### src/rtl/osd_spi_master.sv
// -----------------------------------------------------------------------------
// osd_spi_master
//
// SPI initiator (mode 0, MSB first) for the OSD command channel. Sends
// enable/disable command frames and line-write frames whose payload bytes are
// fetched from a synchronous-read line RAM one byte ahead of the shifter.
//
// Optional feature macro: OSD_SPI_BURST_EN
//   defined   : adds cmd_len[11:0], the payload byte count for op2
//               (0 -> 1 byte, values above 2048 clamp to 2048)
//   undefined : op2 always sends 256 payload bytes
//
// Parameters
//   CLK_DIV   SCK half-period in clk_sys cycles (2..255)
//   SS_GAP    min clk_sys cycles SPI_SS3 stays high between frames (>=1)
//
// Ports
//   clk_sys    in   system clock
//   reset_n    in   asynchronous active-low reset
//   cmd_valid  in   command request
//   cmd_ready  out  high only while idle; accept on cmd_valid & cmd_ready
//   cmd_op     in   0=disable, 1=enable, 2=write line, 3=reserved (no-op)
//   cmd_line   in   start line for a write
//   cmd_len    in   payload byte count (OSD_SPI_BURST_EN only)
//   rd_en      out  one-cycle payload read strobe
//   rd_addr    out  payload byte address {line,byte}
//   rd_data    in   payload byte, valid one cycle after rd_en
//   busy       out  frame in progress, inter-frame gap included
//   done       out  one-cycle pulse when frame and gap are complete
//   SPI_SCK    out  serial clock, idle low
//   SPI_SS3    out  OSD chip select, active low
//   SPI_DI     out  serial data, MSB first
// -----------------------------------------------------------------------------
module osd_spi_master #(
  parameter int CLK_DIV = 2,
  parameter int SS_GAP  = 4
) (
  input  logic        clk_sys,
  input  logic        reset_n,
  input  logic        cmd_valid,
  output logic        cmd_ready,
  input  logic [1:0]  cmd_op,
  input  logic [2:0]  cmd_line,
`ifdef OSD_SPI_BURST_EN
  input  logic [11:0] cmd_len,
`endif
  output logic        rd_en,
  output logic [10:0] rd_addr,
  input  logic [7:0]  rd_data,
  output logic        busy,
  output logic        done,
  output logic        SPI_SCK,
  output logic        SPI_SS3,
  output logic        SPI_DI
);

  typedef enum logic [2:0] {
    S_IDLE,
    S_LOAD,
    S_SHIFT,
    S_TAIL,
    S_GAP
  } state_t;

  localparam logic [15:0] DIV_M1 = 16'(CLK_DIV - 1);
  localparam logic [15:0] GAP_M1 = 16'(SS_GAP - 1);

  state_t      r_state;
  logic [15:0] r_cnt;
  logic [2:0]  r_bit;
  logic [11:0] r_nload;   // payload bytes already moved into the shifter
  logic [11:0] r_total;   // payload bytes in this frame (0 for op0/op1)
  logic [7:0]  r_sh;
  logic [7:0]  r_hold;
  logic        r_cap;
  logic        r_rd_en;
  logic [10:0] r_rd_addr;
  logic        r_busy;
  logic        r_done;
  logic        r_ready;
  logic        r_sck;
  logic        r_ss;
  logic        r_di;

  logic [7:0]  w_cmd_byte;
  logic [11:0] w_total;
  logic        w_tick;
  logic        w_last;

  always_comb begin
    w_cmd_byte = 8'h40;
    case (cmd_op)
      2'd1:    w_cmd_byte = 8'h41;
      2'd2:    w_cmd_byte = {5'b00100, cmd_line};
      default: w_cmd_byte = 8'h40;
    endcase
  end

  always_comb begin
    w_total = 12'd0;
    if (cmd_op == 2'd2) begin
`ifdef OSD_SPI_BURST_EN
      if (cmd_len == 12'd0)
        w_total = 12'd1;
      else if (cmd_len > 12'd2048)
        w_total = 12'd2048;
      else
        w_total = cmd_len;
`else
      w_total = 12'd256;
`endif
    end
  end

  assign w_tick = (r_cnt == DIV_M1);
  // The byte being shifted is the last one once every payload byte is loaded.
  assign w_last = (r_nload == r_total);

  // Holding register: the RAM answers one cycle after rd_en, so r_cap marks
  // the cycle in which rd_data carries the prefetched byte.
  always_ff @(posedge clk_sys) begin
    if (r_cap)
      r_hold <= rd_data;
  end

  always_ff @(posedge clk_sys or negedge reset_n) begin
    if (!reset_n) begin
      r_state   <= S_IDLE;
      r_cnt     <= '0;
      r_bit     <= '0;
      r_nload   <= '0;
      r_total   <= '0;
      r_sh      <= '0;
      r_cap     <= 1'b0;
      r_rd_en   <= 1'b0;
      r_rd_addr <= '0;
      r_busy    <= 1'b0;
      r_done    <= 1'b0;
      r_ready   <= 1'b1;
      r_sck     <= 1'b0;
      r_ss      <= 1'b1;
      r_di      <= 1'b0;
    end else begin
      r_rd_en <= 1'b0;
      r_done  <= 1'b0;
      r_cap   <= r_rd_en;
      case (r_state)
        S_IDLE: begin
          if (cmd_valid && r_ready) begin
            if (cmd_op == 2'd3) begin
              r_done <= 1'b1;
            end else begin
              // Entering LOAD: select the slave and present the command MSB.
              r_state <= S_LOAD;
              r_ready <= 1'b0;
              r_busy  <= 1'b1;
              r_ss    <= 1'b0;
              r_di    <= w_cmd_byte[7];
              r_sh    <= w_cmd_byte;
              r_total <= w_total;
              r_nload <= '0;
              r_bit   <= '0;
              r_cnt   <= '0;
              if (cmd_op == 2'd2) begin
                r_rd_en   <= 1'b1;
                r_rd_addr <= {cmd_line, 8'h00};
              end
            end
          end
        end
        S_LOAD: begin
          if (w_tick) begin
            r_state <= S_SHIFT;
            r_cnt   <= '0;
          end else begin
            r_cnt <= r_cnt + 16'd1;
          end
        end
        S_SHIFT: begin
          if (w_tick) begin
            r_cnt <= '0;
            if (!r_sck) begin
              r_sck <= 1'b1;
            end else begin
              r_sck <= 1'b0;
              r_bit <= r_bit + 3'd1;
              if (r_bit == 3'd7) begin
                if (w_last) begin
                  r_state <= S_TAIL;
                end else begin
                  // Byte boundary: next byte follows with no idle SCK period.
                  r_sh    <= r_hold;
                  r_di    <= r_hold[7];
                  r_nload <= r_nload + 12'd1;
                  if (r_nload + 12'd1 != r_total) begin
                    r_rd_en   <= 1'b1;
                    r_rd_addr <= r_rd_addr + 11'd1;
                  end
                end
              end else begin
                r_sh <= {r_sh[6:0], 1'b0};
                r_di <= r_sh[6];
              end
            end
          end else begin
            r_cnt <= r_cnt + 16'd1;
          end
        end
        S_TAIL: begin
          if (w_tick) begin
            r_state <= S_GAP;
            r_cnt   <= '0;
            r_ss    <= 1'b1;
            r_di    <= 1'b0;
          end else begin
            r_cnt <= r_cnt + 16'd1;
          end
        end
        S_GAP: begin
          if (r_cnt == GAP_M1) begin
            r_state <= S_IDLE;
            r_cnt   <= '0;
            r_done  <= 1'b1;
            r_ready <= 1'b1;
            r_busy  <= 1'b0;
          end else begin
            r_cnt <= r_cnt + 16'd1;
          end
        end
        default: r_state <= S_IDLE;
      endcase
    end
  end

  assign cmd_ready = r_ready;
  assign rd_en     = r_rd_en;
  assign rd_addr   = r_rd_addr;
  assign busy      = r_busy;
  assign done      = r_done;
  assign SPI_SCK   = r_sck;
  assign SPI_SS3   = r_ss;
  assign SPI_DI    = r_di;

endmodule
### config.mk
export PLATFORM = sky130hd
export DESIGN_NAME = osd_spi_master
export DESIGN_NICKNAME = d
export VERILOG_FILES = /design/src/rtl/osd_spi_master.sv
export SDC_FILE = /design/constraint.sdc
export NUM_CORES = 1
export LEC_CHECK = 0
export CORE_AREA = 3 3 88 90
export DETAILED_ROUTE_END_ITERATION = 6
export DIE_AREA = 0 0 91 93
export PLACE_DENSITY = 0.75
export SLEW_MARGIN = 20
export SYNTH_ARGS = -nofsm -noshare
export SYNTH_HDL_FRONTEND = slang
export SYNTH_SLANG_ARGS = --single-unit
### constraint.sdc
create_clock -name clk_sys -period 7.2 [get_ports clk_sys]
set_input_delay 1.08 -clock clk_sys [delete_from_list [all_inputs] [get_ports clk_sys]]
set_output_delay 1.08 -clock clk_sys [all_outputs]
set_load 0.05 [all_outputs]
# After elaboration in Yosys (flattened, before gate mapping)
# Index checks and enable logic that the tools add are counted.
[totals] ff_bits=80 in_bits=16 output_inout_bits=18 wordCells=142
[op_classes] addsub=4 n_eq_ne=25 n_mux=77 bitwise=1 n_reduce_logical=19
[ops] op="$mux W11" count=8
[ops] op="$mux W12" count=6
[ops] op="$mux W16" count=4
[ops] op="$pmux W16 S3" count=1
[ops] op="$mux W7" count=6
[ops] op="$mux W3" count=13
[ops] op="$pmux W7 S2" count=2
[ops] op="$mux W1" count=26
[ops] op="$ne A2 B2 Y1 const B" count=12
[ops] op="$pmux W12 S2" count=1
[ops] op="$pmux W11 S2" count=1
[ops] op="$reduce_and A9 Y1" count=2
[ops] op="$add A16 B1 Y16 const B" count=1
[ops] op="$eq A16 B1 Y1 const B" count=1
[ops] op="$eq A16 B2 Y1 const B" count=1
[ops] op="$pmux W3 S5" count=1
[ops] op="$reduce_and A7 Y1" count=2
[ops] op="$add A12 B1 Y12 const B" count=1
[ops] op="$eq A12 B12 Y1" count=1
[ops] op="$ne A12 B12 Y1" count=1
[ops] op="$add A11 B1 Y11 const B" count=1
[ops] op="$pmux W1 S2" count=5
[ops] op="$mux W9" count=1
[ops] op="$reduce_and A4 Y1" count=2
[ops] op="19 further kinds" count=26

# Longest topological paths before layout
# Gate-level depths: netlist of run 1.
[depth] ltp_word=8 mapped_depth=10

# Least setup slack after synthesis of run 1
# No wires, ideal clock.
[synth_path] path_type="input port to flip-flop" start="in cmd_op[0]" end="reg r_rd_addr[6] (netlist: rd_addr[6])" setup_time_ps=78 t_arrival_ps=2820 required_time_ps=7122 setup_slack_ps=4302 path_stages=8 path_buffers=2 cell_sequence="ha_1 -> and3b_1 -> clkbuf_1 -> o21ai_1 -> a211o_1 -> buf_6 -> or4_1 -> a21oi_1"
[synth_between] elab_chain_cells=3 elab_cells_between_ends=5
[synth_lines] item="start, declared" line="42" text="input logic [1:0] cmd_op,"
[synth_lines] item="$eq A2 B2 Y1 (on tied branches)" line="164, 150"
[synth_lines] item="$ne A2 B2 Y1 (no source line)"
[synth_lines] item="$reduce_and A9 Y1 (no source line) (*)"
[synth_lines] item="end signal, assigned" line="166" text="r_rd_addr <= {cmd_line, 8'h00};"
[synth_lines] item="end signal, assigned" line="197" text="r_rd_addr <= r_rd_addr + 11'd1;"
[synth_lines] item="end, declared" line="77" text="logic [10:0] r_rd_addr;"
# Every way passes the cells marked *; elsewhere a longest branch is shown, timed or not.
# A chain may end at the register's enable or synchronous reset.

# Worst setup path in the final report of run 1
[layout_path] start="in cmd_op[1]" end="reg r_rd_addr[5] (netlist: rd_addr[5])"
# Same word-level chain as after synthesis.

==> impl_metrics.tcl, run 1 <==
set metrics [dict create \
    async_flop_share_pct 88.4 \
    dpl_cell_area_um2 4210 \
    cts_root_buf "clkbuf_8" \
    hold_buffers 0 \
    io_pins 34 \
    die_area_um2 8460 \
    seqPwrFrac_pct 54.9 \
    die_w_um 91 \
    worst_r2r_path_depth 4 \
    fill_cells 607 \
    setup_viol 0 \
    yosys_warnings 0 \
    hold_path_depth 0 \
    vdd_drop_max_mv 0.0917 \
    whs_endpoint "r_cap$_DFF_PN0_" \
    synth_ff_type "dfrtp_1" \
    power.density_nw_per_um2 163 \
    crit_path_end_kind "flip-flop" \
    stdcell_area_um2 4400 \
    hold_path.class "reg -> reg" \
    status "finished clean" \
    core_area_um2 7140 \
    hold_start "rd_en$_DFF_PN0_" \
    r2r_start "r_state[1]$_DFFE_PN0P_" \
    area_growth_syn_to_layout_pct 14.3 \
    drc 0 \
    synth.most_common_cell "dfrtp_1" \
    synth_edf_count 8 \
    grt_pass1_vias 2924 \
    synth_seq_area_share_pct 45.9 \
    worst_pin_slew_ns 0.829 \
    clock_skew_ns 0.0121 \
    wl_per_cell_um 15.1 \
    fmax_ghz 0.315 \
    cts_max_level 3 \
    netlist_top_cells_count "59 x dfrtp_1, 39 x nor2_1, 32 x nand2_1" \
    comb_power_share_pct 2.7 \
    worstPathCellList "clkdlybuf4s50_1 > ha_1 > and3b_1 > o21ai_1 > a211o_1 > or4_1 > a21oi_1" \
    cp-start-kind "input pin" \
    min_period_over_period_pct 44.1 \
    grt.overflow.total 0 \
    whs_ns 0.394 \
    p_clk_share_pct 42.4 \
    leakagePower_uw 0.00188 \
    grt_antenna_before_repair 0 \
    ff2ff_setup_slack_ns 4.06 \
    syn_inst 406 \
    path_clk_slew_ns 0.07 \
    crit_required_ns 7.46 \
    synth.distinct_cells 62 \
    fin_tns_setup_ns 0 \
    clock_sinks 69 \
    first_pass_iters 4 \
    setup.worst_path.class "in -> reg" \
    period_needed_ns 3.18 \
    swShare_pct 21.9 \
    grt_max_degree 62 \
    port_buffers 33 \
    numCtsBuffers 9 \
    yosys.area.top_type "dfrtp_1" \
    worst_path_max_delay_cell "or4_1" \
    slew_violations 0 \
    switchingPower_uw 157 \
    postSynthAreaPerCell_um2 9.49 \
    worstSkewPairLatency_ns 0.34 \
    postCtsSetupBuffers 0 \
    worstPathMaxFanout 12 \
    rows 31 \
    max_slew_margin_pct 44.6 \
    synth_top_area_share_pct 38.3 \
    ant_nets 0 \
    vias_per_cell 5.76 \
    antennaDiodeCount 0 \
    dieHeight_um 93 \
    drt-initial-drc-count 183 \
    grt_pass1_wl_um 13800 \
    ys_ff_latch 69 \
    syn_nets 434 \
    cp.arrival_ns 3.44 \
    hpwl_um 5610 \
    grt_use_total_pct 20.0 \
    cts_tree "built" \
    regToRegEndpoint "r_nload[9]$_DFFE_PN0P_" \
    rsz0062_at_grt "no" \
    vias 3062 \
    final_hold_viol_count 0 \
    drive_above_1_share_pct 7.39 \
    cts_max_path_buffers 2 \
    synth_area_um2 3850 \
    totalWireLength_um 8010 \
    ctsResizeCount 0 \
    slowest_delay_ns 0.51 \
    gp_congestion 0.819 \
    internal_power_uw 560 \
    cap_violations 0 \
    yosys-top-cells-area "dfrtp_1 38%, edfxtp_1 6.2%, ha_1 3.9%, o21ai_0 3.9%, nor2_1 3.8%" \
    start_util_pct 54.0 \
    final_nets 456 \
]
routing by layer:
metal	vias to the layer above	share of wire (%)	track usage, %
li1	1520	-	-
met1	1490	47	27.2
met2	45	49	32.2
met3	7	2.8	2.90
met4	0	1.4	8.42
met5	-	0	0
worst max-delay path: cells and delay by family:
kind	cells	cell delay, ns
AO/OA/AOI/OAI	3	0.83
adder cells (fa/ha/maj)	1	0.22
AND/OR/NAND/NOR	2	0.84
buffers and inverters	1	0.47
worst max path at each step:
stage / start / end / slack, ns
after global placement: cmd_op[1] / rd_addr[4]$_DFFE_PN0P_ / 3.74
after floorplan: cmd_op[0] / rd_addr[6]$_DFFE_PN0P_ / 4.30
after detailed placement: cmd_op[1] / r_cnt[2]$_DFFE_PN0P_ / 3.66
after CTS: cmd_op[1] / r_cnt[12]$_DFFE_PN0P_ / 4.03
after global routing: r_state[1]$_DFFE_PN0P_ / r_nload[9]$_DFFE_PN0P_ / 3.76
final: cmd_op[1] / rd_addr[5]$_DFFE_PN0P_ / 4.02
layout make-up:
class                   instances  area (µm²)  area share [%]
multi-input cells             302        1940            44.0
flip-flops and latches         69        1770            40.2
repair buffers                 35         340            7.73
clock buffers                   9         124            2.81
well taps                      99         124            2.81
clock inverters                 7        66.3            1.51
inverters                      11        41.3           0.938
cells in the final DEF (no fill, tap or decap), types with 8 or more instances in the layout:
| cell type | n |
|---|---|
| and4_1 | 8 |
| xnor2_1 | 8 |
| o21ai_0 | 30 |
| nand2_1 | 32 |
| dfrtp_1 | 59 |
| nor2_1 | 39 |
| inv_1 | 10 |
| nand4_1 | 9 |
| o31ai_1 | 13 |
| nand3_1 | 16 |
| clkdlybuf4s50_1 | 32 |
| clkbuf_8 | 9 |
| ha_1 | 12 |
| xor2_1 | 14 |
| mux2i_1 | 8 |
| edfxtp_1 | 8 |
| and3_1 | 9 |
| a21oi_1 | 20 |
logic make-up (layout without fill, tap and decap cells):
logic type                 Yosys count  after routing  share of synthesized area (%)
AOI/OAI and AO/OA                   97             97                           15.9
buffers and inverters               35             62                           3.90
muxes                               10             10                           2.66
and+or+nand+nor                    161            161                           22.7
DFF                                 69             69                           45.9
xor gates and xnor gates            22             22                           5.00
adders and majority gates           12             12                           3.90
state kept, by name, summed over array words and instances (netlist names):
register / flops
r_sh: 7
r_state: 3
busy: 1
r_cnt: 16
done: 1
r_hold: 8
cmd_ready: 1
SPI_SCK: 1
rd_en: 1
r_nload: 12
SPI_DI: 1
r_total: 1
SPI_SS3: 1
rd_addr: 11
r_cap: 1
r_bit: 3
metrics by stage:
step / setup WS, ns / cells / total power [µW] / util (%)
5_1_grt: 3.76 / 532 / 745 / 61.7
3_3_place_gp: 3.74 / 516 / 421 / 59.0
4_1_cts: 4.03 / 532 / 727 / 61.6
2_1_floorplan: 4.30 / 406 / 405 / -
6_report: 4.02 / 532 / 717 / 61.7
3_5_place_dp: 3.66 / 516 / 422 / 59.0
power by group through the flow:
stage / Clock, µW / Combinational (µW) / Sequential [µW]
after floorplan: 0 / 3.22 / 401
after global placement: 0 / 20.1 / 401
after detailed placement: 0 / 20.3 / 401
after CTS: 314 / 20.3 / 394
after global routing: 330 / 22.3 / 393
final: 304 / 19.5 / 394
Power figures use the tool's default switching activity.
==> run 2, diff against run 1 <==
==> constraint.sdc (replaced) <==
create_clock -name clk_sys -period 3.1 [get_ports clk_sys]
set_input_delay 0.465 -clock clk_sys [delete_from_list [all_inputs] [get_ports clk_sys]]
set_output_delay 0.465 -clock clk_sys [all_outputs]
set_load 0.05 [all_outputs]
==> run 2 against run 1 <==
Critical path depth is the same; register-to-register slack lost 3.7 ns; routed wire length grew 4.2%; flip-flop and latch count is the same; clock power grew 140%; power grew 140%; via count grew 1.0%; first-iteration DRC count shrank 4.4%; sequential power grew 130%.
==> impl_metrics.tcl, run 2 (synthesized netlist as in run 1, its figures left out) <==
set metrics [dict create \
    status "finished clean" \
    power.density_nw_per_um2 382 \
    gp_congestion 0.848 \
    grt.overflow.total 0 \
    numCtsBuffers 9 \
    setup.worst_path.class "reg -> reg" \
    vdd_drop_max_mv 0.253 \
    drc 0 \
    routed-wl-met3_um 323 \
    wl_per_cell_um 15.5 \
    wl_met1_um 3730 \
    preCtsSetupSlack_ns 0.214 \
    grt_max_degree 44 \
    clock_sinks 69 \
    dp_cells 521 \
    cts_root_buf "clkbuf_8" \
    hpwl_um 5990 \
    cap_violations 0 \
    area_growth_syn_to_layout_pct 15.4 \
    setup_viol 0 \
    antennaDiodeCount 0 \
    min_period_over_period_pct 87.8 \
    hold_path.class "in -> async" \
    largest-register "r_cnt" \
    dpl_cell_area_um2 4250 \
    port_buffers 33 \
    die_area_um2 8460 \
    grt_use_total_pct 20.9 \
    first_pass_iters 4 \
    leakagePower_uw 0.00191 \
    met2_length_um 4210 \
    worst_pin_slew_ns 0.973 \
    rsz0062_at_grt "no" \
    fill_cells 608 \
    dieHeight_um 93 \
    cts_tree "built" \
    drive_above_1_share_pct 8.90 \
    vias_per_cell 5.76 \
    layout.cells.non_filler 537 \
    io_pins 34 \
    rows 31 \
    top_layer "met4" \
    postCtsSetupBuffers 0 \
    worstSkewPairLatency_ns 0.34 \
    fin_tns_setup_ns 0 \
    slew_violations 0 \
    core_area_um2 7140 \
    totalWireLength_um 8350 \
    cp-start-kind "flip-flop" \
    fin_ws_ns 0.379 \
    clock_skew_ns 0.00984 \
    start_util_pct 54.0 \
    worstPathMaxFanout 9 \
    stdcell_area_um2 4450 \
    largest_reg_flops 16 \
    worst_path_max_delay_cell "dfrtp_1" \
    path_clk_slew_ns 0.08 \
    drt-initial-drc-count 175 \
    max_slew_margin_pct 35.1 \
    final_common_cell "dfrtp_1" \
    grt_pass1_wl_um 14600 \
    vias 3093 \
    grt_antenna_before_repair 0 \
    hold_buffers 0 \
    final_hold_viol_count 0 \
    ant_nets 0 \
    cts_max_path_buffers 2 \
    slowest_delay_ns 0.51 \
    cp.arrival_ns 2.98 \
    fmax_ghz 0.368 \
    crit_path_end_kind "flip-flop" \
    final_nets 461 \
    ctsResizeCount 0 \
    die_w_um 91 \
    grt_pass1_vias 3008 \
    worstPathCellList "ha_1 > nand3_1 > or3_1 > a22o_1 > nand4b_1 > a21o_1 > a22oi_1" \
    crit_required_ns 3.36 \
    period_needed_ns 2.72 \
    cts_max_level 3 \
    worst_r2r_path_depth 7 \
    final_cell_mix "59 x dfrtp_1, 39 x nor2_1, 32 x nand2_1, 32 x clkdlybuf4s50_1, 30 x o21ai_0" \
]
## run 2: layer usage
| metal | GRT usage [%] | vias up |
|---|---|---|
| li1 | - | 1534 |
| met1 | 28.6 | 1483 |
| met2 | 33.8 | 67 |
| met3 | 3.22 | 9 |
| met4 | 7.79 | 0 |
| met5 | 0 | - |
## run 2: worst paths after layout
path | startpoint | end | slack, ns
setup reg to reg | r_nload[0]$_DFFE_PN0P_ | rd_addr[8]$_DFFE_PN0P_ | 0.38
hold / removal | reset_n | r_nload[2]$_DFFE_PN0P_ | 0.26
min in group clk_sys | rd_en$_DFF_PN0_ | r_cap$_DFF_PN0_ | 0.40
max in group asynchronous | reset_n | r_cnt[5]$_DFFE_PN0P_ | 2.03
hold reg to reg | rd_en$_DFF_PN0_ | r_cap$_DFF_PN0_ | 0.40
setup / recovery | r_nload[0]$_DFFE_PN0P_ | rd_addr[8]$_DFFE_PN0P_ | 0.38
## run 2: worst max-delay path: cells and delay by family, from the launching register on
kind / cells / cell delay, ns
simple gates: 3 / 1.01
compound gates: 3 / 0.76
flops: 1 / 0.51
fa+ha+maj: 1 / 0.36
## run 2: final cells by class
class                   count  area [µm²]  area share, %
inverters                  11        41.3          0.929
repair buffers             40         378           8.50
clock buffers               9         124           2.79
multi-input cells         302        1940           43.6
well taps                  99         124           2.79
clock inverters             7        73.8           1.66
flip-flops and latches     69        1770           39.8
## run 2: report_power, final
group          switching (µW)  leakage, µW  internal, µW
logic                    25.9     0.000994          22.3
registers                   0     0.000820           914
clock network             363    0.0000996           374
total                     389      0.00191          1310
## run 2: per-stage QoR
stage | power [µW] | hold WS [ns] | utilization, %
final | 1700 | 0.263 | 62.3
after global routing | 1760 | 0.350 | 62.3
after CTS | 1710 | 0.307 | 62.3
after detailed placement | 981 | 0.385 | 59.5
after global placement | 981 | 0.376 | 59.5
after floorplan | 940 | 0.169 | -
